===== src/rtl/div_sign_ctrl_pkg.sv =====
// Shared definitions for the RV32M divider sign-control wrapper:
// op encodings, per-op metadata flags and the default divider depth.
package div_sign_ctrl_pkg;

   typedef enum logic [1:0] {
      OP_DIV  = 2'b00,
      OP_DIVU = 2'b01,
      OP_REM  = 2'b10,
      OP_REMU = 2'b11
   } div_op_e;

   localparam int DIV_LATENCY = 8;
   localparam int DIV_TAG_W   = 5;

   typedef struct packed {
      logic is_rem;
      logic neg_q;
      logic neg_r;
      logic dz;
   } div_meta_flags_t;

   localparam int META_FLAGS_W = $bits(div_meta_flags_t);

   function automatic logic is_signed_op(input div_op_e op);
      return (op == OP_DIV) || (op == OP_REM);
   endfunction

endpackage


===== src/rtl/div_meta_pipe.sv =====
// Valid + payload shift register whose depth matches the divider, so the
// last stage lines up with the divider result every cycle.
module div_meta_pipe #(
   parameter int LATENCY = 8,
   parameter int W       = 9
) (
   input  logic         clk,
   input  logic         clear,
   input  logic         in_valid,
   input  logic [W-1:0] in_data,
   output logic         out_valid,
   output logic [W-1:0] out_data
);

   logic [LATENCY-1:0] valid_q;
   logic [W-1:0]       data_q [LATENCY];

   always_ff @(posedge clk) begin
      if (clear) begin
         valid_q <= '0;
      end else begin
         valid_q[0] <= in_valid;
         for (int k = 1; k < LATENCY; k++) begin
            valid_q[k] <= valid_q[k-1];
         end
      end
   end

   // Payload is qualified by valid_q, so it needs no clear.
   always_ff @(posedge clk) begin
      data_q[0] <= in_data;
      for (int k = 1; k < LATENCY; k++) begin
         data_q[k] <= data_q[k-1];
      end
   end

   assign out_valid = valid_q[LATENCY-1];
   assign out_data  = data_q[LATENCY-1];

endmodule


===== src/rtl/div_sign_ctrl.sv =====
// Signed/unsigned wrapper around the pipelined unsigned divider: converts
// operands to magnitudes, tracks per-op metadata and applies sign/div-by-zero fixup.
module div_sign_ctrl
   import div_sign_ctrl_pkg::*;
#(
   parameter int LATENCY = DIV_LATENCY,
   parameter int TAG_W   = DIV_TAG_W
) (
   input  logic                         clk,
   input  logic                         rst,
   input  logic                         flush,
   input  logic                         i_valid,
   input  logic [1:0]                   i_op,
   input  logic [31:0]                  i_a,
   input  logic [31:0]                  i_b,
   input  logic [TAG_W-1:0]             i_tag,
   output logic [31:0]                  o_div_dividend,
   output logic [31:0]                  o_div_divisor,
   input  logic [31:0]                  i_div_quotient,
   input  logic [31:0]                  i_div_remainder,
   output logic                         o_valid,
   output logic [31:0]                  o_result,
   output logic [TAG_W-1:0]             o_tag,
   output logic                         o_busy,
   output logic [$clog2(LATENCY+1)-1:0] o_inflight
);

   localparam int CNT_W  = $clog2(LATENCY+1);
   localparam int META_W = TAG_W + META_FLAGS_W;

   logic            is_signed;
   logic            sa;
   logic            sb;
   logic            b_zero;
   div_meta_flags_t req_flags;
   div_meta_flags_t ret_flags;
   logic [META_W-1:0] req_meta;
   logic [META_W-1:0] ret_meta;
   logic [TAG_W-1:0]  ret_tag;
   logic            ret_valid;
   logic            accept;
   logic            retire;
   logic [31:0]     result_next;

   always_comb begin
      is_signed = is_signed_op(div_op_e'(i_op));
      sa        = is_signed & i_a[31];
      sb        = is_signed & i_b[31];
      b_zero    = (i_b == 32'd0);

      o_div_dividend = '0;
      o_div_divisor  = '0;
      if (i_valid) begin
         o_div_dividend = sa ? -i_a : i_a;
         o_div_divisor  = sb ? -i_b : i_b;
      end

      req_flags.is_rem = i_op[1];
      req_flags.neg_q  = is_signed & (sa ^ sb) & ~b_zero;
      req_flags.neg_r  = sa;
      req_flags.dz     = b_zero;
   end

   assign req_meta = {i_tag, req_flags};

   div_meta_pipe #(
      .LATENCY (LATENCY),
      .W       (META_W)
   ) u_meta_pipe (
      .clk       (clk),
      .clear     (rst | flush),
      .in_valid  (i_valid),
      .in_data   (req_meta),
      .out_valid (ret_valid),
      .out_data  (ret_meta)
   );

   assign {ret_tag, ret_flags} = ret_meta;

   assign accept = i_valid & ~flush;
   assign retire = ret_valid & ~flush;

   // Dividend-sign remainder also covers div-by-zero (rem = dividend).
   always_comb begin
      if (ret_flags.is_rem)
         result_next = ret_flags.neg_r ? -i_div_remainder : i_div_remainder;
      else if (ret_flags.dz)
         result_next = 32'hFFFF_FFFF;
      else
         result_next = ret_flags.neg_q ? -i_div_quotient : i_div_quotient;
   end

   always_ff @(posedge clk) begin
      if (rst) begin
         o_valid  <= 1'b0;
         o_result <= '0;
         o_tag    <= '0;
      end else if (retire) begin
         o_valid  <= 1'b1;
         o_result <= result_next;
         o_tag    <= ret_tag;
      end else begin
         o_valid  <= 1'b0;
      end
   end

   always_ff @(posedge clk) begin
      if (rst || flush) begin
         o_inflight <= '0;
      end else if (accept && !retire && (o_inflight < CNT_W'(LATENCY))) begin
         o_inflight <= o_inflight + 1'b1;
      end else if (!accept && retire && (o_inflight != '0)) begin
         o_inflight <= o_inflight - 1'b1;
      end
   end

   assign o_busy = (o_inflight != '0);

endmodule


===== config.mk =====
export PLATFORM = sky130hd
export DESIGN_NAME = div_sign_ctrl
export DESIGN_NICKNAME = d
export VERILOG_FILES = /design/src/rtl/div_sign_ctrl_pkg.sv /design/src/rtl/div_meta_pipe.sv /design/src/rtl/div_sign_ctrl.sv
export SDC_FILE = /design/constraint.sdc
export NUM_CORES = 1
export LEC_CHECK = 0
export CAP_MARGIN = 5
export CORE_ASPECT_RATIO = 0.9
export CORE_MARGIN = 2
export CORE_UTILIZATION = 27
export CTS_CLUSTER_SIZE = 12
export DETAILED_ROUTE_END_ITERATION = 8
export PLACE_DENSITY_LB_ADDON = 0.08
export SYNTH_ARGS = -nofsm -noshare
export SYNTH_HDL_FRONTEND = slang
export SYNTH_HIERARCHICAL = 1
export SYNTH_SLANG_ARGS = --single-unit

===== constraint.sdc =====
create_clock -name clk -period 3.9 [get_ports clk]
set_input_delay 0.78 -clock clk [delete_from_list [all_inputs] [get_ports clk]]
set_output_delay 0.78 -clock clk [all_outputs]
set_load 0.01 [all_outputs]

## Word-level counts from Yosys, hierarchy flattened

Memory sizes are Yosys's and may differ from the RTL's.
Cells that the tools add are included.
Widths: inputs -> output; s select.

| cells by class | value |
|---|---|
| $add $sub $neg | 6 |
| multiplexer cells | 11 |
| reductions and logical operators | 12 |
| eq/ne operators | 1 |
| $lt $le $gt $ge | 1 |
| bitwise operators | 10 |

Operators by type and width:

| cell | count |
|---|---|
| $mux 32 | 8 |
| $neg 32->32 | 4 |
| $logic_not 32->1 | 1 |
| $mux 4 | 2 |
| $and 1x1->1 | 6 |
| $add 4x1->4 const B | 1 |
| $logic_and 1x1->1 | 4 |
| $lt 4x4->1 const B | 1 |
| $reduce_bool 4->1 | 1 |
| $sub 4x1->4 const B | 1 |
| $eq 2x2->1 const B | 1 |
| $logic_not 1->1 | 2 |
| $logic_not 2->1 | 1 |
| $logic_or 1x1->1 | 2 |
| $not 1->1 | 2 |
| $reduce_bool 2->1 | 1 |
| $mux 1 | 1 |
| $or 1x1->1 | 1 |
| $xor 1x1->1 | 1 |

| storage, ports and cells | value |
|---|---|
| word-level logic and storage cells | 47 |
| output and inout port bits | 107 |
| memories kept | 1 |
| register bits after elaboration | 50 |
| input port bits | 139 |
| RAM bits | 72 |

Memory list:

| name | depth | width | rd ports | clocked after Yosys merged registers in | write ports | line | source |
|---|---|---|---|---|---|---|---|
| u_meta_pipe.data_q | 8 | 9 | 8 | 0 | 8 | div_meta_pipe.sv:16 | `logic [W-1:0] data_q [LATENCY];` |

## Depth between registers and ports, before layout

Gate-level depths: netlist of the first run.

| depth | value |
|---|---|
| word-level depth | 7 |
| depth in mapped cells | 8 |
| mapped depth without buffers | 8 |

## Cells and area by module

The synthesis of the first run kept the hierarchy.

By module, submodules not included:

| module | times used | area an instance (um^2) | cells an instance | sequential area each (um^2) |
|---|---|---|---|---|
| div_sign_ctrl | 1 | 5009.8 | 685 | 840.8 |
| div_meta_pipe | 1 | 1719.1 | 97 | 1601.5 |

## Least setup slack after synthesis of the first run

Ideal clock, no wire load.

| path | value |
|---|---|
| kind | input to output |
| start point | input port i_b[12] |
| end point | output port o_div_divisor[26] |
| required time | 3.120 ns |
| setup slack | 0.211 ns |
| arrival time | 2.909 ns |
| path buffers | 0 |
| cell stages on the path | 6 |
| cell sequence | or3_1 -> or4_1 -> or4_1 -> o31ai_1 -> xnor2_1 -> and2_1 |

| on the way | value |
|---|---|
| cells in the longest elaborated chain, start to end | 3 |

Ends and longest elaborated chain:

| what | line | source |
|---|---|---|
| from (decl) | div_sign_ctrl.sv:15 | `input logic [31:0] i_b,` |
| $neg 32->32 | div_sign_ctrl.sv:55 | `o_div_divisor = sb ? -i_b : i_b;` |
| $mux 32 | div_sign_ctrl.sv:55 |  |
| $mux 32 | div_sign_ctrl.sv:53 | `if (i_valid) begin` |
| to (decl) | div_sign_ctrl.sv:18 | `output logic [31:0] o_div_divisor,` |

No other way between the ends.

## Final worst setup path of the first run

| path | value |
|---|---|
| start point | input port i_b[12] |
| end point | output port o_div_divisor[24] |

Same word-level chain as after synthesis.

==> results of run 1 <==
[worst max-delay path, delay by kind of cell]
kind / cells / cell delay, ns
buffers and inverters: 3 / 0.49
xor gates and xnor gates: 1 / 0.11
and+or+nand+nor: 5 / 1.68
[flip-flops by register name, summed over array words and instances (netlist names)]
signal and count:
o_result 32, o_inflight 4, o_valid 1, u_meta_pipe/data_q 72, o_tag 5, u_meta_pipe/valid_q 8
[cell type report]
type	count	area share [%]
Clock buffer	17	3.86
Clock inverter	15	1.68
Inverter	18	0.613
Multi-Input combinational cell	593	38.0
Sequential cell	122	22.1
Tap cell	336	3.81
Timing Repair Buffer	360	29.9
[routing by layer]
| metal | share of wire, % | track usage [%] | up-vias |
|---|---|---|---|
| met1 | 45 | 23.4 | 3204 |
| met3 | 9.3 | 7.31 | 14 |
| met2 | 44 | 28.1 | 218 |
| li1 | - | - | 3483 |
| met4 | 0.91 | 4.31 | 0 |
| met5 | 0 | 0 | - |
[cell families after synthesis]
| family | synth area share [%] |
|---|---|
| AND/OR/NAND/NOR | 22.8 |
| adder cells (fa/ha/maj) | 1.41 |
| AO/OA/AOI/OAI | 20.2 |
| flip-flops | 36.3 |
| multiplexers | 0.893 |
| buffers and inverters | 4.78 |
| XOR/XNOR | 13.5 |
[worst min path at each step]
stage | from | endpoint | slack [ns] | cells after the start
2_1_floorplan | u_meta_pipe/data_q[0][1] | u_meta_pipe/data_q[0][10] | 0.31 | 0
3_3_place_gp | u_meta_pipe/data_q[1][18] | u_meta_pipe/data_q[1][27] | 0.31 | 0
3_5_place_dp | u_meta_pipe/data_q[0][25] | u_meta_pipe/data_q[0][34] | 0.31 | 0
4_1_cts | u_meta_pipe/data_q[1][0] | u_meta_pipe/data_q[1][9] | 0.32 | 0
5_1_grt | u_meta_pipe/data_q[1][24] | u_meta_pipe/data_q[1][33] | 0.33 | 0
6_report | u_meta_pipe/data_q[1][18] | u_meta_pipe/data_q[1][27] | 0.32 | 0
[placed cells by master, fill, tap and decap left out, types with 18 or more instances in the layout]
cell,n
sky130_fd_sc_hd__o31ai_1,23
sky130_fd_sc_hd__and2_1,55
sky130_fd_sc_hd__nor3_1,20
sky130_fd_sc_hd__xor2_1,53
sky130_fd_sc_hd__dfxtp_1,122
sky130_fd_sc_hd__nor4_1,18
sky130_fd_sc_hd__inv_1,18
sky130_fd_sc_hd__buf_4,108
sky130_fd_sc_hd__nand2_1,54
sky130_fd_sc_hd__clkdlybuf4s50_1,203
sky130_fd_sc_hd__or3_1,19
sky130_fd_sc_hd__o21ai_0,34
sky130_fd_sc_hd__xnor2_1,51
sky130_fd_sc_hd__a21oi_1,34
sky130_fd_sc_hd__nor2_1,41
[power breakdown]
group / switching [mW] / internal (mW)
sequential: 0.0142 / 1.28
clock: 0.635 / 0.969
combinational: 0.317 / 0.379
[through the flow]
step | setup slack, ns | TNS (ns) | instances | area [um^2]
2_1_floorplan | 0.211 | 0 | 782 | 6730
3_3_place_gp | -0.805 | -11.68 | 1423 | 10200
3_5_place_dp | -0.823 | -11.13 | 1423 | 10200
4_1_cts | 0.00475 | 0 | 1462 | 11000
5_1_grt | -0.0234 | -0.0408 | 1461 | 11000
6_report | 0.0682 | 0 | 1461 | 11000
[timing repair]
item / in CTS / in global routing
setup endpoints to repair: 37 / 32
endpoints found under the hold margin: 0 / 0
gates resized for setup: 87 / 40
gates cloned: 0 / 0
pin swaps: 13 / 12
setup buffers: 7 / 0
==> flow_summary.json, run 1 <==
{
  "run_status": "finished, final reports clean",
  "core-area_mm2": 0.0244,
  "grt_first_pass_wirelength_um": 37200,
  "clock_skew_ns": 0.0161,
  "critical_path.startpoint_type": "primary input",
  "drive_above_1_share_pct": 18.3,
  "totalPowerFinal_mw": 3.60,
  "path_common_cell": "sky130_fd_sc_hd__or4_4",
  "setup_repair_after_global_routing_missed_its_margin": "true",
  "drc_errors": 0,
  "mappedNetlistNets": 928,
  "critPathArrivalTime_ns": 3.05,
  "cts-root-to-sink-buffers": 2,
  "yosysUniqueCellTypes": 57,
  "timing.critical_path.to": "o_div_divisor[24]",
  "areaGrowthSynthToFinish_pct": 63.9,
  "cellPowerDensity_mw_per_mm2": 326,
  "cp-startpoint": "i_b[12]",
  "p_leak_nw": 4.29,
  "cts_root_buffer": "sky130_fd_sc_hd__clkbuf_16",
  "cts_buffers": 17,
  "floorplan.die.width_um": 170,
  "post_drt_via_cell_ratio": 4.74,
  "nFillCells": 2420,
  "ant_nets": 0,
  "postSynthCellCount": 782,
  "final_util_pct": 45.2,
  "timing.slew.headroom_pct": 20.0,
  "synthTopCellsByArea": "sky130_fd_sc_hd__dfxtp_1 36%, sky130_fd_sc_hd__xor2_1 6.9%, sky130_fd_sc_hd__xnor2_1 6.6%",
  "post-synth-top-area-fraction_pct": 36.3,
  "critical_path.endpoint_type": "output pin",
  "regToRegStartpoint": "u_meta_pipe/data_q[1][30]",
  "tritoncts": "built",
  "synth_top_area_cell": "sky130_fd_sc_hd__dfxtp_1",
  "r2r_end": "o_result[31]",
  "routed_wire_length_per_instance_um": 16.5,
  "synth.cells.most_frequent": "122 x sky130_fd_sc_hd__dfxtp_1, 56 x sky130_fd_sc_hd__and2_1, 54 x sky130_fd_sc_hd__nand2_1",
  "vias": 6919,
  "grt_antenna_before_repair": 0,
  "num_io_pins": 246,
  "synth_area_per_cell_um2": 8.60,
  "whs_ns": 0.317,
  "max_slew.worst_pin.slew_ns": 1.19,
  "rrSetupSlack_ns": 1.61,
  "cts.htree.levels": 4,
  "cap_viol_max_count": 0,
  "seqCellArea_mm2": 0.00244,
  "initial_utilization_pct": 27.6,
  "cpPeakStageDelay_ns": 0.57,
  "ys_seq_elements": 122,
  "timing.final.crit_period_ns": 3.83,
  "worst-r2r-cell-count": 5,
  "hold_viol": 0,
  "asyncSetResetFlopFracSynth_pct": 0,
  "final.period_utilization_pct": 98.3,
  "critical_path.slowest_cell": "sky130_fd_sc_hd__or4_4",
  "die-height_um": 154,
  "required_ns": 3.12,
  "yosys_warnings": 6,
  "cts.sinks": 122,
  "n_antenna_cell": 0,
  "synthMostInstantiatedCell": "sky130_fd_sc_hd__dfxtp_1",
  "achievable-frequency_ghz": 0.261,
  "postCtsHoldBufs": 0,
  "design.die.area_mm2": 0.0262,
  "timing_worst_setup_path_type": "in2out",
  "hold_class": "reg2reg",
  "detail_route.first_pass.iterations": 5,
  "path_max_fanout": 4,
  "final_nets": 1258,
  "rows": 54,
  "gp_routability_congestion": 0.829,
  "hpwl_um": 18500,
  "setup_violation_total_in_the_final_timing_report": 0,
  "insertion_delay_ns": 0.42,
  "yosysSeqAreaShare_pct": 36.3,
  "grtUsageTotal_pct": 18.1,
  "io_buffer_count": 245,
  "grt_start_max_net_pins": 69,
  "first_global_vias": 6789,
  "vdd_drop_max_mv": 0.220,
  "synthFlopType": "sky130_fd_sc_hd__dfxtp_1",
  "final_wirelength_um": 24100,
  "grt-ovfl-total": 0,
  "final_max_slew_viol_count": 0,
  "clk_slew_on_worst_s_h_paths_ns": 0.06,
  "synth_edf_count": 0,
  "syn_area_mm2": 0.00673,
  "initialDrtViolationCount": 325,
  "crit_chain": "clkbuf_2 -> or3_4 -> or4_4 -> or4_4 -> buf_4 -> nand2_1 -> xnor2_1 -> and2_1 -> clkdlybuf4s15_1",
  "multi_input_area_mm2": 0.00419
}
No activity file was read; power rests on OpenSTA's default activity.
==> inputs of run 2 (changes only) <==
Settings changed: SLEW_MARGIN from default to 30.
==> run 2 against run 1 <==
Register-to-register slack better by 0.38 ns. Combinational power hardly changed. Final cell count hardly changed. Sequential power hardly changed. Total power is 0.87% higher. Clock power hardly changed. Global-route usage hardly changed. Sequential share of layout area is 0.060 points lower. Worst hold slack better by 0.0051 ns. First-iteration DRC count is 8.9% higher.
==> flow_summary.json, run 2 (synthesis gave the netlist of run 1 again) <==
{
  "max_slew.worst_pin.slew_ns": 0.886,
  "cts.sinks": 122,
  "setup_violation_total_in_the_final_timing_report": 0,
  "gp_routability_congestion": 0.829,
  "insertion_delay_ns": 0.41,
  "share_clk_of_total_power_pct": 45.0,
  "critPathArrivalTime_ns": 3.11,
  "timing_worst_setup_path_type": "in2out",
  "core-area_mm2": 0.0244,
  "clk_slew_on_worst_s_h_paths_ns": 0.06,
  "hold_viol": 0,
  "cts_buffers": 17,
  "totalPowerFinal_mw": 3.63,
  "vdd_drop_max_mv": 0.214,
  "setup_tns_ns": 0,
  "netSwitchingFraction_pct": 26.0,
  "hold_class": "reg2reg",
  "cap_viol_max_count": 0,
  "cts-root-to-sink-buffers": 2,
  "run_status": "finished, final reports clean",
  "n_antenna_cell": 0,
  "most-common-layout-cells": "203 x sky130_fd_sc_hd__clkdlybuf4s50_1, 122 x sky130_fd_sc_hd__dfxtp_1, 108 x sky130_fd_sc_hd__buf_4, 55 x sky130_fd_sc_hd__and2_1, 54 x sky130_fd_sc_hd__nand2_1",
  "io_buffer_count": 245,
  "grtUsageTotal_pct": 18.1,
  "design.die.area_mm2": 0.0262,
  "tritoncts": "built",
  "die-height_um": 154,
  "post_drt_via_cell_ratio": 4.72,
  "final.period_utilization_pct": 99.6,
  "rrSetupSlack_ns": 1.99,
  "pwr-share-seq_pct": 35.8,
  "largest-register": "u_meta_pipe/data_q",
  "initial_utilization_pct": 27.6,
  "hpwl_um": 18500,
  "cts_root_buffer": "sky130_fd_sc_hd__clkbuf_16",
  "num_io_pins": 246,
  "clock_skew_ns": 0.00818,
  "grt_antenna_before_repair": 0,
  "p_int_mw": 2.69,
  "detail_route.first_pass.iterations": 7,
  "floorplan.die.width_um": 170,
  "areaGrowthSynthToFinish_pct": 64.3,
  "grt_start_max_net_pins": 69,
  "critical_path.endpoint_type": "output pin",
  "vias": 6900,
  "most_frequent_standard_cell_in_the_layout_excluding_fill_and_tap_cells": "sky130_fd_sc_hd__clkdlybuf4s50_1",
  "combPwrFrac_pct": 19.2,
  "timing.final.crit_period_ns": 3.89,
  "path_max_fanout": 4,
  "first_global_vias": 6735,
  "drc_errors": 0,
  "final_wirelength_um": 23900,
  "final_util_pct": 45.3,
  "ant_nets": 0,
  "power.net_switching_uw": 944,
  "initialDrtViolationCount": 354,
  "final_nets": 1259,
  "postCtsHoldBufs": 0,
  "final_max_slew_viol_count": 0,
  "stdcell_count": 1462,
  "timing.slew.headroom_pct": 40.7,
  "grt_first_pass_wirelength_um": 37200,
  "cts.htree.levels": 4,
  "rows": 54,
  "place_inst": 1423,
  "routed_wire_length_per_instance_um": 16.4,
  "drive_above_1_share_pct": 18.3,
  "largest_register_ffs": 72,
  "setup_repair_after_global_routing_missed_its_margin": "true",
  "required_ns": 3.12,
  "cellPowerDensity_mw_per_mm2": 328,
  "grt-ovfl-total": 0,
  "achievable-frequency_ghz": 0.257,
  "top_regs": "u_meta_pipe/data_q (72), o_result (32), u_meta_pipe/valid_q (8)",
  "p_leak_nw": 4.32,
  "critical_path.startpoint_type": "primary input"
}
## run 2: layout make-up
| type | count | area (um^2) |
|---|---|---|
| clock buffers | 18 | 429 |
| clock inverters | 14 | 185 |
| fillers | 2420 | 13300 |
| inverters | 18 | 67.6 |
| multi-input cells | 593 | 4200 |
| flip-flops and latches | 122 | 2440 |
| well taps | 336 | 420 |
| repair buffers | 361 | 3310 |
## run 2: per-stage QoR
step,instance area [um^2],hold slack [ns],setup WS (ns)
global placement,10200,0.311,-0.805
global route,11100,0.326,-0.0414
CTS,11000,0.324,0.000242
detailed placement,10200,0.312,-0.820
floorplan,6730,0.310,0.211
finish,11100,0.323,0.0147
## run 2: critical path, stage by stage
cell and delay [ns]:
sky130_fd_sc_hd__buf_6 0.09, sky130_fd_sc_hd__or3_4 0.40, sky130_fd_sc_hd__or4_4 0.50, sky130_fd_sc_hd__or4_4 0.58, sky130_fd_sc_hd__buf_6 0.14, sky130_fd_sc_hd__buf_6 0.11, sky130_fd_sc_hd__o21ai_4 0.13, sky130_fd_sc_hd__xnor2_2 0.12
sky130_fd_sc_hd__and2_1 0.13, sky130_fd_sc_hd__buf_2 0.12
## run 2: worst paths after layout
check	end	depth (start not counted)	start
max	o_div_divisor[30]	10	i_b[12]
min	u_meta_pipe/data_q[1][27]	0	u_meta_pipe/data_q[1][18]
max reg2reg	o_result[21]	7	u_meta_pipe/data_q[1][30]
min reg2reg	u_meta_pipe/data_q[1][27]	0	u_meta_pipe/data_q[1][18]
## run 2: layer usage
| layer | track usage (%) | vias to the layer above | share of wire (%) |
|---|---|---|---|
| met3 | 7.59 | 17 | 9.8 |
| met4 | 4.44 | 0 | 0.98 |
| met5 | 0 | - | 0 |
| li1 | - | 3483 | - |
| met1 | 23.4 | 3151 | 45 |
| met2 | 28.0 | 249 | 44 |
## run 2: timing repair
action | CTS | global route
resized for setup | 88 | 37
setup buffers | 7 | 0
setup endpoints to repair | 37 | 28
pin swaps | 13 | 12
## run 2: power groups by stage
stage / Sequential [mW] / Clock [mW] / Combinational [mW]
finish: 1.30 / 1.63 / 0.696
global route: 1.30 / 1.74 / 0.759
CTS: 1.30 / 1.68 / 0.699
detailed placement: 1.33 / 0 / 0.698
global placement: 1.33 / 0 / 0.702
floorplan: 1.32 / 0 / 0.281
==> RTL change (settings of run 2) <==
Change the package constant `DIV_LATENCY` from 8 to 32.
--- a/src/rtl/div_sign_ctrl_pkg.sv
+++ b/src/rtl/div_sign_ctrl_pkg.sv
@@ -11,3 +11,3 @@
 
-   localparam int DIV_LATENCY = 8;
+   localparam int DIV_LATENCY = 32;
    localparam int DIV_TAG_W   = 5;
Ports: changed (resized o_inflight); port bits go from 246 to 248. No check against the original RTL was run, so the function may have changed too.
==> RTL change against run 2 <==
- sequential power grew to 3.0 times the old value
- synthesized area grew 74%
- critical path depth shrank 2
- design area grew 52%
- global-route usage decreased by 5.1 points
- setup slack improved by 0.092 ns
- total power grew 120%
- first-iteration DRC count grew 26%
- routed wire length up 24%
- sequential cell count is 242 higher
- critical path type unchanged
==> RTL change: results (changes against run 2) <==
INFO  metric numCtsBuffers = 39 (+22)
INFO  metric drive_gt1_frac = 0.143 (-0.0395)
INFO  metric grt_pass1_wl = 46600 µm (+25%)
INFO  metric synthesized_area_fraction_occupied_by_ao_oa_aoi_and_oai_cells = 0.109 (-0.0933)
INFO  metric multiplexer_fraction_of_the_synthesized_cell_area = 0.00437 (-0.00455)
INFO  metric maximum_resistive_drop_on_vdd = 281 µV (+31%)
INFO  metric sequential_to_total_area_share_from_yosys_stat = 0.621 (+0.258)
INFO  metric port_buffers = 247 (+0.82%)
INFO  metric gp_congestion = 0.831 (+0.21%)
INFO  metric via_count_of_the_first_global_routing_pass = 8592 (+28%)
INFO  metric postRouteWirelength = 29700 µm (+24%)
INFO  metric post-place-cells = 1919 (+35%)
INFO  metric drt_iter0_markers = 446 (+26%)
INFO  metric critical_path_arrival = 3.01 ns (-0.10 ns)
INFO  metric clkLatencyLatePin = 0.51 ns (+0.10 ns)
INFO  metric dr.pass1.iters = 5 (-2)
INFO  metric grt_util_all_layers = 0.130 (-0.0509)
INFO  metric clock_skew = 0.0158 ns (+0.00763 ns)
INFO  metric synth_fa_ha_area_frac = 0.0102 (-0.00390)
INFO  metric leak_pwr = 6.67 nW (+55%)
INFO  metric top_regs = u_meta_pipe/data_q: 288 flops, o_result: 32 flops, u_meta_pipe/valid_q: 32 flops
INFO  metric routed_via_density = 4.38 (-7.2%)
INFO  metric result_of_the_run = completed
INFO  metric place.detailed.hpwl = 21700 µm (+17%)
INFO  metric rr_worst_depth = 9 (+2)
INFO  metric wl_per_cell = 15.0 µm (-8.6%)
==> RTL change: area by class of cell <==
cell class | instances | area [µm²]
fillers | 4277 | 26100
flip-flops and latches | 364 | 7290
well taps | 555 | 694
clock buffers | 51 | 1060
repair buffers | 350 | 3240
diodes | 3 | 7.51
inverters | 16 | 60.1
multi-input cells | 638 | 4360
clock inverters | 10 | 125
==> RTL change: metal layers <==
layer | up-vias | GRT usage | wire (µm)
met3 | 57 | 0.0326 | 1660
met1 | 4102 | 0.156 | 12900
li1 | 4337 | - | -
met5 | - | 0 | 0
met2 | 207 | 0.225 | 14300
met4 | 0 | 0.0505 | 841
==> RTL change: logic make-up (layout without fill, tap and decap cells) <==
kind of cell / after synthesis / in the layout
AND/OR/NAND/NOR: 322 / 322
adder cells (fa/ha/maj): 9 / 9
AO/OA/AOI/OAI: 192 / 192
buffers and inverters: 69 / 427
multiplexers: 5 / 5
XOR/XNOR: 110 / 110
flip-flops: 364 / 364
other: 0 / 3
==> RTL change: per-stage QoR <==
stage	setup slack (ns)	area (µm²)
2_1_floorplan	0.614	11700
3_3_place_gp	-0.423	15400
3_5_place_dp	-0.419	15400
4_1_cts	0.00975	16700
5_1_grt	-0.0116	16800
6_report	0.107	16800
==> RTL change: repair_timing <==
item / in CTS / in global routing
pin swaps: 6 / 12
endpoints found under the setup margin: 42 / 22
setup buffers: 1 / 3
resized for setup: 54 / 32
cloned: 0 / 0
==> RTL change: power by group <==
group	leakage (nW)	switching, mW	total [mW]	internal [mW]
Clock	0.581	1.36	3.40	2.04
Combinational	3.07	0.329	0.722	0.394
Sequential	3.02	0.0412	3.91	3.87
Total	6.67	1.73	8.03	6.30
==> RTL change: final timing paths <==
path	from	endpoint	slack, ns
max reg2reg	u_meta_pipe/valid_q[31]$_SDFF_PP0_	o_inflight[5]$_SDFFE_PP0P_	1.83
min reg2reg	u_meta_pipe/data_q[0][73]$_DFF_P_	u_meta_pipe/data_q[0][82]$_DFF_P_	0.31
min	u_meta_pipe/data_q[0][73]$_DFF_P_	u_meta_pipe/data_q[0][82]$_DFF_P_	0.31
max	i_b[12]	o_div_divisor[24]	0.11
==> RTL change: critical path: stages <==
cell	delay, ns
clkdlybuf4s50_1	0.41
or3_1	0.39
nand3b_1	0.19
or2_4	0.29
o21ai_2	0.16
xnor2_1	0.13
and2_1	0.14
clkdlybuf4s50_1	0.54
